--- config.mk ---
export PLATFORM = sky130hd
export DESIGN_NAME = fifo_byte_packer
export DESIGN_NICKNAME = d
export VERILOG_FILES = /design/src/rtl/fifo_pkg.sv /design/src/rtl/stream_out_reg.sv /design/src/rtl/fifo_byte_packer.sv
export SDC_FILE = /design/constraint.sdc
export NUM_CORES = 1
export LEC_CHECK = 0
export BUFFER_PORTS_ARGS = -buffer_cell sky130_fd_sc_hd__buf_2
export CORE_MARGIN = 1.5
export CORE_UTILIZATION = 56
export CTS_BUF_LIST = sky130_fd_sc_hd__clkbuf_2 sky130_fd_sc_hd__clkbuf_4 sky130_fd_sc_hd__clkbuf_8
export DETAILED_ROUTE_END_ITERATION = 7
export GPL_TIMING_DRIVEN = 0
export PLACE_DENSITY = 0.79
export SLEW_MARGIN = 20
export SYNTH_ARGS = -nofsm -noshare
export SYNTH_HDL_FRONTEND = slang
export SYNTH_SLANG_ARGS = --single-unit
--- constraint.sdc ---
create_clock -name clk -period 3.55 [get_ports clk]
set_clock_uncertainty 0.2 [all_clocks]
set_input_delay 0.355 -clock clk [delete_from_list [all_inputs] [get_ports clk]]
set_output_delay 0.355 -clock clk [all_outputs]
set_load 0.02 [all_outputs]
--- src/rtl/fifo_pkg.sv ---
`default_nettype none
// ------------------------------------------------------------------
// fifo_pkg: shared packer state encoding and default sizing constants.
// Revision: 1.0
// ------------------------------------------------------------------
package fifo_pkg;

  localparam int unsigned DATA_WIDTH_DEFAULT = 8;
  localparam int unsigned PACK_DEFAULT       = 4;

  typedef enum logic [1:0] {
    RUN        = 2'd0,
    FLUSH_WAIT = 2'd1,
    FLUSH_EMIT = 2'd2
  } state_t;

endpackage
`default_nettype wire

--- src/rtl/stream_out_reg.sv ---
`default_nettype none
// ------------------------------------------------------------------
// stream_out_reg: single-entry valid/ready output holding register.
// Revision: 1.0
// ------------------------------------------------------------------
module stream_out_reg #(
  parameter int DW = 32,
  parameter int BW = 3
) (
  input  logic          clk,
  input  logic          rst,
  input  logic          load,
  input  logic [DW-1:0] load_data,
  input  logic [BW-1:0] load_bytes,
  input  logic          load_last,
  input  logic          m_ready,
  output logic          m_valid,
  output logic [DW-1:0] m_data,
  output logic [BW-1:0] m_bytes,
  output logic          m_last,
  output logic          free
);

  logic          valid_q, valid_d;
  logic [DW-1:0] data_q, data_d;
  logic [BW-1:0] bytes_q, bytes_d;
  logic          last_q, last_d;

  // The slot can take a new beat when empty or when the current one leaves now.
  assign free = !valid_q || m_ready;

  always_comb begin
    valid_d = valid_q;
    data_d  = data_q;
    bytes_d = bytes_q;
    last_d  = last_q;
    if (load) begin
      valid_d = 1'b1;
      data_d  = load_data;
      bytes_d = load_bytes;
      last_d  = load_last;
    end else if (m_ready) begin
      valid_d = 1'b0;
    end
  end

  always_ff @(posedge clk or posedge rst) begin
    if (rst) begin
      valid_q <= 1'b0;
      data_q  <= '0;
      bytes_q <= '0;
      last_q  <= 1'b0;
    end else begin
      valid_q <= valid_d;
      data_q  <= data_d;
      bytes_q <= bytes_d;
      last_q  <= last_d;
    end
  end

  assign m_valid = valid_q;
  assign m_data  = data_q;
  assign m_bytes = bytes_q;
  assign m_last  = last_q;

endmodule
`default_nettype wire

--- src/rtl/fifo_byte_packer.sv ---
`default_nettype none
// ------------------------------------------------------------------
// fifo_byte_packer: packs FIFO words into wide beats, with partial flush.
// Revision: 1.0
// ------------------------------------------------------------------
module fifo_byte_packer
  import fifo_pkg::*;
#(
  parameter int DATA_WIDTH = DATA_WIDTH_DEFAULT,
  parameter int PACK       = PACK_DEFAULT
) (
  input  logic                       clk,
  input  logic                       rst,
  input  logic                       fifo_empty,
  output logic                       fifo_r_en,
  input  logic [DATA_WIDTH-1:0]      fifo_data,
  input  logic                       flush,
  output logic                       m_valid,
  input  logic                       m_ready,
  output logic [DATA_WIDTH*PACK-1:0] m_data,
  output logic [$clog2(PACK):0]      m_bytes,
  output logic                       m_last,
  output logic                       flush_busy
);

  localparam int LW     = $clog2(PACK);
  localparam int CW     = LW + 1;
  localparam int BEAT_W = DATA_WIDTH * PACK;
  localparam logic [CW-1:0] PACK_CNT = CW'(PACK);

  state_t            state_q, state_d;
  logic [CW-1:0]     lane_cnt_q, lane_cnt_d;
  logic              inflight_q, inflight_d;
  logic              run_en_q, run_en_d;
  logic [BEAT_W-1:0] acc_q, acc_d;

  logic [BEAT_W-1:0] acc_cap;
  logic [CW-1:0]     cnt_after;
  logic              out_free;
  logic              load;
  logic [BEAT_W-1:0] load_data;
  logic [CW-1:0]     load_bytes;
  logic              load_last;

  // Holds pops off until the first clock edge after reset release.
  assign run_en_d = 1'b1;

  assign fifo_r_en = run_en_q && !fifo_empty && (state_q == RUN) &&
                     ((lane_cnt_q + CW'(inflight_q)) < PACK_CNT);

  assign flush_busy = (state_q != RUN);

  always_comb begin
    acc_cap = acc_q;
    if (inflight_q) begin
      acc_cap[lane_cnt_q[LW-1:0]*DATA_WIDTH +: DATA_WIDTH] = fifo_data;
    end
    cnt_after = lane_cnt_q + CW'(inflight_q);
  end

  // The accumulator is zeroed on every load, so lanes above the count are
  // already zero when a partial word is emitted.
  always_comb begin
    state_d    = state_q;
    lane_cnt_d = cnt_after;
    acc_d      = acc_cap;
    inflight_d = fifo_r_en && !fifo_empty;
    load       = 1'b0;
    load_data  = acc_cap;
    load_bytes = PACK_CNT;
    load_last  = 1'b0;

    if (cnt_after == PACK_CNT) begin
      if (out_free) begin
        load       = 1'b1;
        lane_cnt_d = '0;
        acc_d      = '0;
      end
    end else if ((state_q == FLUSH_EMIT) && (lane_cnt_q != '0) && out_free) begin
      load       = 1'b1;
      load_bytes = lane_cnt_q;
      load_last  = 1'b1;
      lane_cnt_d = '0;
      acc_d      = '0;
    end

    case (state_q)
      RUN: begin
        if (flush) state_d = FLUSH_WAIT;
      end
      FLUSH_WAIT: begin
        if (!inflight_q) state_d = FLUSH_EMIT;
      end
      FLUSH_EMIT: begin
        // A held full word drains as a normal beat first, then the
        // (now empty) remainder returns to RUN.
        if ((lane_cnt_q == '0) || ((lane_cnt_q != PACK_CNT) && out_free)) begin
          state_d = RUN;
        end
      end
      default: state_d = RUN;
    endcase
  end

  always_ff @(posedge clk or posedge rst) begin
    if (rst) begin
      state_q    <= RUN;
      lane_cnt_q <= '0;
      inflight_q <= 1'b0;
      run_en_q   <= 1'b0;
      acc_q      <= '0;
    end else begin
      state_q    <= state_d;
      lane_cnt_q <= lane_cnt_d;
      inflight_q <= inflight_d;
      run_en_q   <= run_en_d;
      acc_q      <= acc_d;
    end
  end

  stream_out_reg #(
    .DW(BEAT_W),
    .BW(CW)
  ) u_out (
    .clk       (clk),
    .rst       (rst),
    .load      (load),
    .load_data (load_data),
    .load_bytes(load_bytes),
    .load_last (load_last),
    .m_ready   (m_ready),
    .m_valid   (m_valid),
    .m_data    (m_data),
    .m_bytes   (m_bytes),
    .m_last    (m_last),
    .free      (out_free)
  );

endmodule
`default_nettype wire

### After elaboration in Yosys (flattened, before gate mapping)

Index checks and enable logic that the tools add are counted.

| cells by class | value |
|---|---|
| reductions and logical operators | 17 |
| mux-type cells | 20 |
| divide/modulo/power cells | 0 |
| equality and inequality tests | 7 |
| bitwise logic cells | 0 |
| magnitude comparators | 1 |
| add/sub/neg operators | 2 |
| multipliers | 0 |
| shift-type cells | 2 |

Operators by type and width:

| kind | number |
|---|---|
| two-way mux 32 bit | 4 |
| negator 5 -> 34 bit | 1 |
| variable shift 8 x 34 -> 32 bit, first input constant | 1 |
| indexed part select 8 x 34 -> 32 bit | 1 |
| bitwise mux 32 bit | 1 |
| two-way mux 3 bit | 5 |
| logical AND 1 bit | 7 |
| two-way mux 1 bit | 6 |
| two-way mux 2 bit | 3 |
| one-hot mux 2 bit (3 select lines) | 1 |
| != test 2 bit, second input constant | 2 |
| nonzero test 2 bit | 2 |
| adder 3 x 1 -> 3 bit | 1 |
| equality test 3 bit, second input constant | 1 |
| logical NOT 3 bit | 1 |
| less-than comparator 3 bit, second input constant | 1 |
| != test 3 bit, second input constant | 1 |
| AND reduction 3 bit | 1 |
| nonzero test 3 bit | 1 |
| equality test 2 x 1 -> 1 bit, second input constant | 1 |
| equality test 2 bit, second input constant | 1 |
| logical NOT 1 bit | 2 |
| logical NOT 2 bit | 1 |
| logical OR 1 bit | 2 |
| != test 2 x 1 -> 1 bit, second input constant | 1 |

| storage, ports and cells | value |
|---|---|
| register bits | 76 |
| output and inout bits | 39 |
| bits in latches | 0 |
| logic and storage cells | 58 |
| memory bits (writable) | 0 |
| input port bits | 13 |
| bits in read-only memories | 0 |
| memories | 0 |

### Longest topological paths before layout

Gate-level depths: netlist of run 1.

| logic depth | value |
|---|---|
| word-level depth | 6 |
| mapped depth | 8 |
| depth with buffers taken out | 6 |

### Cells and area by module

Synthesis of run 1 repeated with hierarchy kept, for this count alone.

| second synthesis, totals | value |
|---|---|
| cell total of the unflattened synthesis | 290 |
| area total of the unflattened synthesis | 3523.4 sq um |

Modules (own cells, without submodules):

| module | area each (sq um) | cells each | sequential area each (sq um) | times used |
|---|---|---|---|---|
| fifo_byte_packer | 1995.7 | 210 | 975.9 | 1 |
| stream_out_reg | 1527.7 | 80 | 925.9 | 1 |

### Worst setup path before layout of run 1

No wires, ideal clock.

| timing path | value |
|---|---|
| kind | flip-flop to flip-flop |
| from | register lane_cnt_q[0] |
| to | register acc_q[24] |
| slack | 1.278 ns |
| library setup time | 0.124 ns |
| clock period less this slack | 2.272 ns |
| required time | 3.226 ns |
| path buffers | 2 |
| arrival | 1.948 ns |
| cell stages (with the launch flop) | 9 |
| cells stage by stage | dfrtp_1 ha_1 ha_1 xnor2_1 or3_4 o21ai_4 buf_6 buf_6 nor2_1 |

| on the way | value |
|---|---|
| longest elaborated chain between the ends | 6 |
| elaborated cells between the ends (all ways) | 13 |
| classes of those cells | add/sub: 2; eq/ne: 1; shift: 2; mux: 5; reduce/logical: 3 |

Ends and longest elaborated chain:

| element | RTL line | text |
|---|---|---|
| start, declared | fifo_byte_packer.sv:32 | `logic [CW-1:0] lane_cnt_q, lane_cnt_d;` |
| start signal, assigned | fifo_byte_packer.sv:114 | `lane_cnt_q <= lane_cnt_d;` |
| negator 5 -> 34 bit | fifo_byte_packer.sv:56 | `acc_cap[lane_cnt_q[LW-1:0]*DATA_WIDTH +: DATA_WIDTH] = fifo_data;` |
| indexed part select 8 x 34 -> 32 bit or variable shift 8 x 34 -> 32 bit (tied branches) | fifo_byte_packer.sv:56 |  |
| bitwise mux 32 bit | fifo_byte_packer.sv:56 |  |
| two-way mux 32 bit | fifo_byte_packer.sv:55 | `if (inflight_q) begin` |
| two-way mux 32 bit (on tied branches) | fifo_byte_packer.sv:79, fifo_byte_packer.sv:74 |  |
| two-way mux 32 bit (*) | fifo_byte_packer.sv:73 | `if (cnt_after == PACK_CNT) begin` |
| named net acc_d[24] | fifo_byte_packer.sv:35 | `logic [BEAT_W-1:0] acc_q, acc_d;` |
| end signal, assigned | fifo_byte_packer.sv:111 | `acc_q <= '0;` |
| end signal, assigned | fifo_byte_packer.sv:117 | `acc_q <= acc_d;` |
| end, declared | fifo_byte_packer.sv:35 |  |

The timed path passes the listed nets; every way through them passes the cells marked *.
A chain may end at the register's enable or synchronous reset.

### Final worst setup path of run 1

| timing path | value |
|---|---|
| from | register lane_cnt_q[0] |
| to | register u_out.data_q[18], in the netlist u_out.m_data[18] |

| on the way | value |
|---|---|
| longest elaborated chain between the ends | 5 |
| elaborated cells between the ends (all ways) | 12 |
| classes of those cells | add/sub: 2; eq/ne: 1; shift: 2; mux: 4; reduce/logical: 3 |

Ends and longest elaborated chain:

| element | RTL line | text |
|---|---|---|
| parallel branches: the longest is 5 deep, another holds negator 5 -> 34 bit | n/a |  |
| end signal, assigned | stream_out_reg.sv:55 | `data_q <= data_d;` |
| end, declared | stream_out_reg.sv:25 | `logic [DW-1:0] data_q, data_d;` |

Several ways; the timed one is not identified.

==> results of run 1 <==
==> through the flow <==
stage / area, um2 / setup WS (ps)
after floorplan: 3180 / 1060
after global placement: 3520 / 249
after detailed placement: 3540 / 942
after CTS: 3730 / 925
after global routing: 3730 / 770
final: 3730 / 944
==> cell usage in the layout (no fill, tap or decap), drive strengths merged, types with 6 or more instances in the layout <==
cell type,n
clkbuf,12
nand2,7
buf,59
a22oi,28
inv,33
dfrtp,76
ha,7
a22o,6
nor2,32
and2,6
mux2i,29
==> registers in the layout (all words and copies together) (netlist names) <==
register and flops:
lane_cnt_q 3, state_q 2, u_out.m_valid 1, acc_q 32, run_en_q 1, inflight_q 1
u_out.m_bytes 3, u_out.m_last 1, u_out.m_data 32
==> worst max-delay path, stage by stage (launching register included) <==
cell,delay (ps)
dfrtp_1,490
ha_1,250
ha_1,190
xnor2_1,190
or3_4,390
o21ai_4,330
buf_6,230
mux2i_1,250
==> what timing repair did <==
action                     4_1_cts  5_1_grt
hold buffers                     1        0
setup endpoints to repair        0        0
resized for setup                0        0
hold endpoints to repair        38        0
==> layer usage <==
metal | vias to the layer above | track usage [%] | wire length, um
li1 | 1010 | - | -
met1 | 1062 | 30.5 | 2840
met2 | 57 | 35.0 | 3050
met3 | 8 | 6.51 | 302
met4 | 0 | 9.64 | 113
met5 | - | 0 | 0
==> cell families (layout without fill, tap and decap cells) <==
kind of cell / count (synthesis) / count (layout) / share of synthesized area (%)
other: 1 / 1 / 0.118
and+or+nand+nor: 61 / 61 / 10.1
adders and majority gates: 7 / 7 / 2.76
muxes: 33 / 33 / 10.6
buffers and inverters: 40 / 109 / 6.07
DFF: 76 / 76 / 59.9
xor gates and xnor gates: 1 / 1 / 0.276
AOI/OAI and AO/OA: 41 / 41 / 10.2
==> layout make-up <==
cell class / instances / area [um2] / share of cell area [%]
clock buffers: 12 / 153 / 4.09
well taps: 72 / 90.1 / 2.41
repair buffers: 53 / 285 / 7.65
flip-flops and latches: 76 / 1900 / 51.0
plain buffers: 7 / 68.8 / 1.84
multi-input cells: 144 / 1080 / 29.0
inverters: 33 / 126 / 3.39
clock inverters: 4 / 25.0 / 0.671
==> how the worst min path moves through the flow <==
stage                     slack, ps                      endpoint                   start  cells after the start
after floorplan                 240        state_q[0]$_DFFE_PP0P_  state_q[1]$_DFFE_PP0P_                      1
after global placement          250        state_q[0]$_DFFE_PP0P_  state_q[1]$_DFFE_PP0P_                      1
after detailed placement        230  u_out.m_data[21]$_DFFE_PP0P_                     rst                      2
after CTS                        30        state_q[0]$_DFFE_PP0P_                   flush                      3
after global routing             60        state_q[0]$_DFFE_PP0P_                   flush                      3
final                            40        state_q[0]$_DFFE_PP0P_                   flush                      3
==> power breakdown <==
| part | switching (mW) | internal (mW) | total (mW) |
|---|---|---|---|
| combinational | 0.532 | 0.356 | 0.888 |
| clock | 0.312 | 0.286 | 0.598 |
| sequential | 0.0843 | 1.01 | 1.09 |
==> cells in the mapped netlist <==
master	number
or3b_2	1
nor2_1	32
mux2i_1	29
buf_4	1
nand3_1	2
dfrtp_1	76
nor3_4	1
mux2_2	4
nand2_1	7
nor4_2	1
conb_1	1
nand2b_1	4
a22oi_1	28
a21oi_1	1
o21ai_0	2
a22o_1	6
o21ai_4	1
and2_1	6
ha_1	7
inv_1	33
buf_6	5
nor2b_1	3
xnor2_1	1
a21o_1	1
or3_4	1
a2bb2oi_2	1
o21a_1	1
buf_2	1
and4b_1	2
nor4b_2	1
==> run_results.csv, run 1 <==
group,metric,value,unit
run_status,status,"finished clean",
die,rows,27,
worst_setup_path,cp-start-kind,"register",
final_layout,nets,344,
timing,max_freq,384,MHz
cts,cts_setup_buffers,0,
synth,synth_cell_types,30,
worst_setup_path,cp-endpoint,"u_out.m_data[18]$_DFFE_PP0P_",
routing,drtIter0Drc,226,
worst_setup_path,cp_max_fo,10,
cts,cts_max_level,3,
global_route,grt_pass1_wl,10300,um
worst_setup_path,required,3610,ps
synth,synth_largest_area_cell,"dfrtp_1",
worst_setup_path,end_kind,"register",
cts,clk_path_buf_depth,2,
cts,cts_sinks,76,
timing,finalHoldViolations,0,
timing,setup_viol,0,
timing,tns,0,ps
worst_setup_path,worst-setup-path-type,"reg2reg",
die,ios,52,
timing,drv_slew,0,
die,die_w,78.3,um
final_layout,area_growth,17.5,%
power_and_ir_drop,totalPowerFinal,2.58,mW
routing,drc,0,
global_route,grt.overflow.total,0,
power_and_ir_drop,ir_drop,0.348,mV
timing,slew_headroom,47.4,%
cts,clk_transition_reported_paths,80,ps
worst_setup_path,timing.rr.end,"u_out.m_data[18]$_DFFE_PP0P_",
routing,wirelength,6310,um
routing,vias_per_cell,5.33,
global_route,grt_pass1_vias,2062,
final_layout,diodes,0,
timing,period_share,73.4,%
synth,avgSynthCellArea,12.2,um2
power_and_ir_drop,p_per_area,691,nW/um2
cts,cts_tree,"built",
die,start_util,58.0,%
timing,worst_pin_slew,782,ps
cts,cts_root_buf,"clkbuf_8",
synth,synth-seq-area-share,59.9,%
final_layout,fin_cells,401,
placed_design,hpwl,4350,um
synth,syn_area,3180,um2
global_route,grt.total_usage,22.8,%
global_route,grt_max_degree,40,
placed_design,placed_cells,384,
cts,worstSkewPairLatency,350,ps
die,die_h,78.3,um
run,max_cap_viol_count,0,
routing,first_pass_iters,4,
power_and_ir_drop,power_leakage,1.89,nW
placed_design,io_buffers,51,
timing,whs,42.7,ps
final_layout,utilization,68.2,%
synth,synth-seq-cells,76,
placed_design,place.gp.congestion,0.818,
min_path,hp-class,"in2reg",
global_route,antenna_found_initial,0,
timing,rsz0062_at_grt,"no",
timing,min_period,2610,ps
synth,synth_nets,280,
cts,numCtsBuffers,9,
final_layout,drive_gt1_share,26.4,%
synth,synthTopCellsByArea,"dfrtp_1 60%, mux2i_1 9.1%, a22oi_1 6.6%, inv_1 3.9%, nor2_1 3.8%",
routing,vias,2137,
routing,post_drt_wl_per_cell,15.7,um
synth,syn_inst,260,
die,fp.dieArea,6130,um2
synth,synth_top_area_share,59.9,%
die,core,5470,um2
synth,yosys_warnings,0,
final_layout,n_fill_cell,424,
worst_setup_path,r2r_start,"lane_cnt_q[0]$_DFF_PP0_",
routing,drtAntennaViolNets,0,
worst_setup_path,worstSetupStartpoint,"lane_cnt_q[0]$_DFF_PP0_",
worst_setup_path,worst_r2r_path_depth,7,
worst_setup_path,cp.arrival,2670,ps
worst_setup_path,r2r_setup_slack,940,ps
(Power assumes the default switching activity.)
==> inputs of run 2 (changes only) <==
==> constraint.sdc (replaced) <==
create_clock -name clk -period 2.57 [get_ports clk]
set_clock_uncertainty 0.2 [all_clocks]
set_input_delay 0.257 -clock clk [delete_from_list [all_inputs] [get_ports clk]]
set_output_delay 0.257 -clock clk [all_outputs]
set_load 0.02 [all_outputs]
==> run 2 against run 1 <==
Die area is the same. Power grew 42%. Clock-buffer cell count is the same. Non-clock buffer count grew 5. Final area grew 2.1%. Sequential power grew 38%. Setup slack lost 850 ps. Register-to-register slack lost 850 ps. Clock power grew 38%.
==> run_results.csv, run 2 (synthesized netlist as in run 1, its figures left out) <==
group,metric,value,unit
run_status,status,"finished clean",
power_and_ir_drop,combPwrFrac,36.4,%
routing,drtAntennaViolNets,0,
timing,setup_viol,0,
timing,period_share,96.2,%
die,ios,52,
run,max_cap_viol_count,0,
power_and_ir_drop,ir_drop,0.483,mV
global_route,grt.overflow.total,0,
cts,numCtsBuffers,9,
worst_setup_path,cp_max_fo,10,
routing,drtIter0Drc,251,
cts,cts_max_level,3,
final_layout,multi_input_area,1100,um2
timing,whs,71.7,ps
min_path,min_path_cells,3,
power_and_ir_drop,power.internal,2.34,mW
power_and_ir_drop,power_leakage,1.92,nW
routing,vias_per_cell,5.26,
power_and_ir_drop,switchingPower,1.31,mW
worst_setup_path,cp-start-kind,"register",
power_and_ir_drop,p_per_area,958,nW/um2
global_route,grt_pass1_wl,10300,um
routing,drc,0,
die,fp.dieArea,6130,um2
min_path,whs_endpoint,"acc_q[16]$_DFF_PP0_",
timing,max_freq,405,MHz
final_layout,n_fill_cell,411,
min_path,hp-class,"in2reg",
power_and_ir_drop,power_frac_clock,22.5,%
worst_setup_path,required,2640,ps
global_route,grt_max_degree,40,
worst_setup_path,worst-setup-path-type,"reg2reg",
power_and_ir_drop,pwr-share-seq,41.1,%
final_layout,utilization,69.6,%
cts,clk_path_buf_depth,2,
worst_setup_path,end_kind,"register",
die,die_w,78.3,um
cts,worstSkewPairLatency,340,ps
final_layout,area_growth,20.0,%
global_route,grt_pass1_vias,2071,
power_and_ir_drop,netSwitchingFraction,35.9,%
timing,slew_headroom,49.7,%
timing,rsz0062_at_grt,"no",
timing,drv_slew,0,
final_layout,ff_latch_area,1900,um2
cts,cts_tree,"built",
die,die_h,78.3,um
die,core,5470,um2
worst_setup_path,cp.arrival,2540,ps
cts,cts_sinks,76,
worst_setup_path,worst_r2r_path_depth,8,
global_route,antenna_found_initial,0,
timing,tns,0,ps
routing,first_pass_iters,4,
timing,min_period,2470,ps
routing,vias,2134,
final_layout,layout_common_cells,"75 x dfrtp_1, 52 x buf_2, 32 x inv_1",
routing,wirelength,6350,um
global_route,grt.total_usage,22.9,%
worst_setup_path,r2r_setup_slack,100,ps
final_layout,nets,349,
routing,post_drt_wl_per_cell,15.6,um
timing,worst_pin_slew,748,ps
final_layout,drive_gt1_share,27.8,%
final_layout,diodes,0,
worst_setup_path,r2r_start,"lane_cnt_q[0]$_DFF_PP0_",
final_layout,layout_commonest_cell,"dfrtp_1",
die,start_util,58.0,%
die,rows,27,
min_path,hold_start,"fifo_data[0]",
placed_design,hpwl,4350,um
cts,clk_transition_reported_paths,80,ps
placed_design,place.gp.congestion,0.818,
timing,finalHoldViolations,0,
cts,cts_root_buf,"clkbuf_8",
worst_setup_path,timing.rr.end,"u_out.m_data[18]$_DFFE_PP0P_",
placed_design,io_buffers,51,
[run 2: layout make-up]
type / count / share of cell area [%]
inverter: 33 / 3.32
multi-input combinational: 144 / 29.0
clock inverter: 4 / 0.657
clock buffer: 12 / 4.01
buffer: 7 / 1.81
timing repair buffer: 58 / 8.93
tap: 72 / 2.36
sequential: 76 / 49.9
[run 2: through the flow]
stage | instance area, um2 | instances | total power [mW] | setup slack, ps
detailed placement | 3540 | 384 | 2.76 | -37.6
global placement | 3520 | 383 | 2.71 | -633
floorplan | 3180 | 260 | 2.43 | 175
finish | 3810 | 406 | 3.65 | 98.8
CTS | 3770 | 404 | 3.63 | 11.9
global route | 3810 | 406 | 3.86 | 18.2
[run 2: worst max-delay path by stage]
stage / startpoint / end
finish: lane_cnt_q[0]$_DFF_PP0_ / u_out.m_data[18]$_DFFE_PP0P_
global route: lane_cnt_q[0]$_DFF_PP0_ / acc_q[20]$_DFF_PP0_
CTS: lane_cnt_q[0]$_DFF_PP0_ / u_out.m_data[18]$_DFFE_PP0P_
detailed placement: lane_cnt_q[0]$_DFF_PP0_ / u_out.m_data[18]$_DFFE_PP0P_
global placement: rst / u_out.m_data[4]$_DFFE_PP0P_
floorplan: rst / acc_q[0]$_DFF_PP0_
[run 2: worst max-delay path, stage by stage (launching register included)]
cell and delay [ps]:
dfrtp_2 450, ha_1 210, ha_1 190, xnor2_1 190, or3_4 390, o21ai_4 180
buf_12 150, buf_6 180, mux2i_4 250
[run 2: power groups by stage]
| stage | registers (mW) | clock network (mW) | logic (mW) |
|---|---|---|---|
| after floorplan | 1.64 | 0 | 0.795 |
| after global placement | 1.52 | 0 | 1.19 |
| after detailed placement | 1.53 | 0 | 1.23 |
| after CTS | 1.51 | 0.835 | 1.28 |
| after global routing | 1.53 | 0.890 | 1.44 |
| final | 1.50 | 0.823 | 1.33 |
[run 2: layer usage]
layer  vias up  global-route usage, %  wire length (um)
met4         0                   9.64               121
met5         -                      0                 0
li1       1020                      -                 -
met3         9                   6.51               368
met1      1051                   30.6              2730
met2        54                   35.1              3130
[run 2: timing repair]
action                                  in CTS  in global routing
endpoints found under the setup margin      27                 50
pin swaps                                    1                  0
buffers inserted                             1                  2
resized for setup                            1                  4
endpoints found under the hold margin       40                  0
hold buffers                                 3                  0
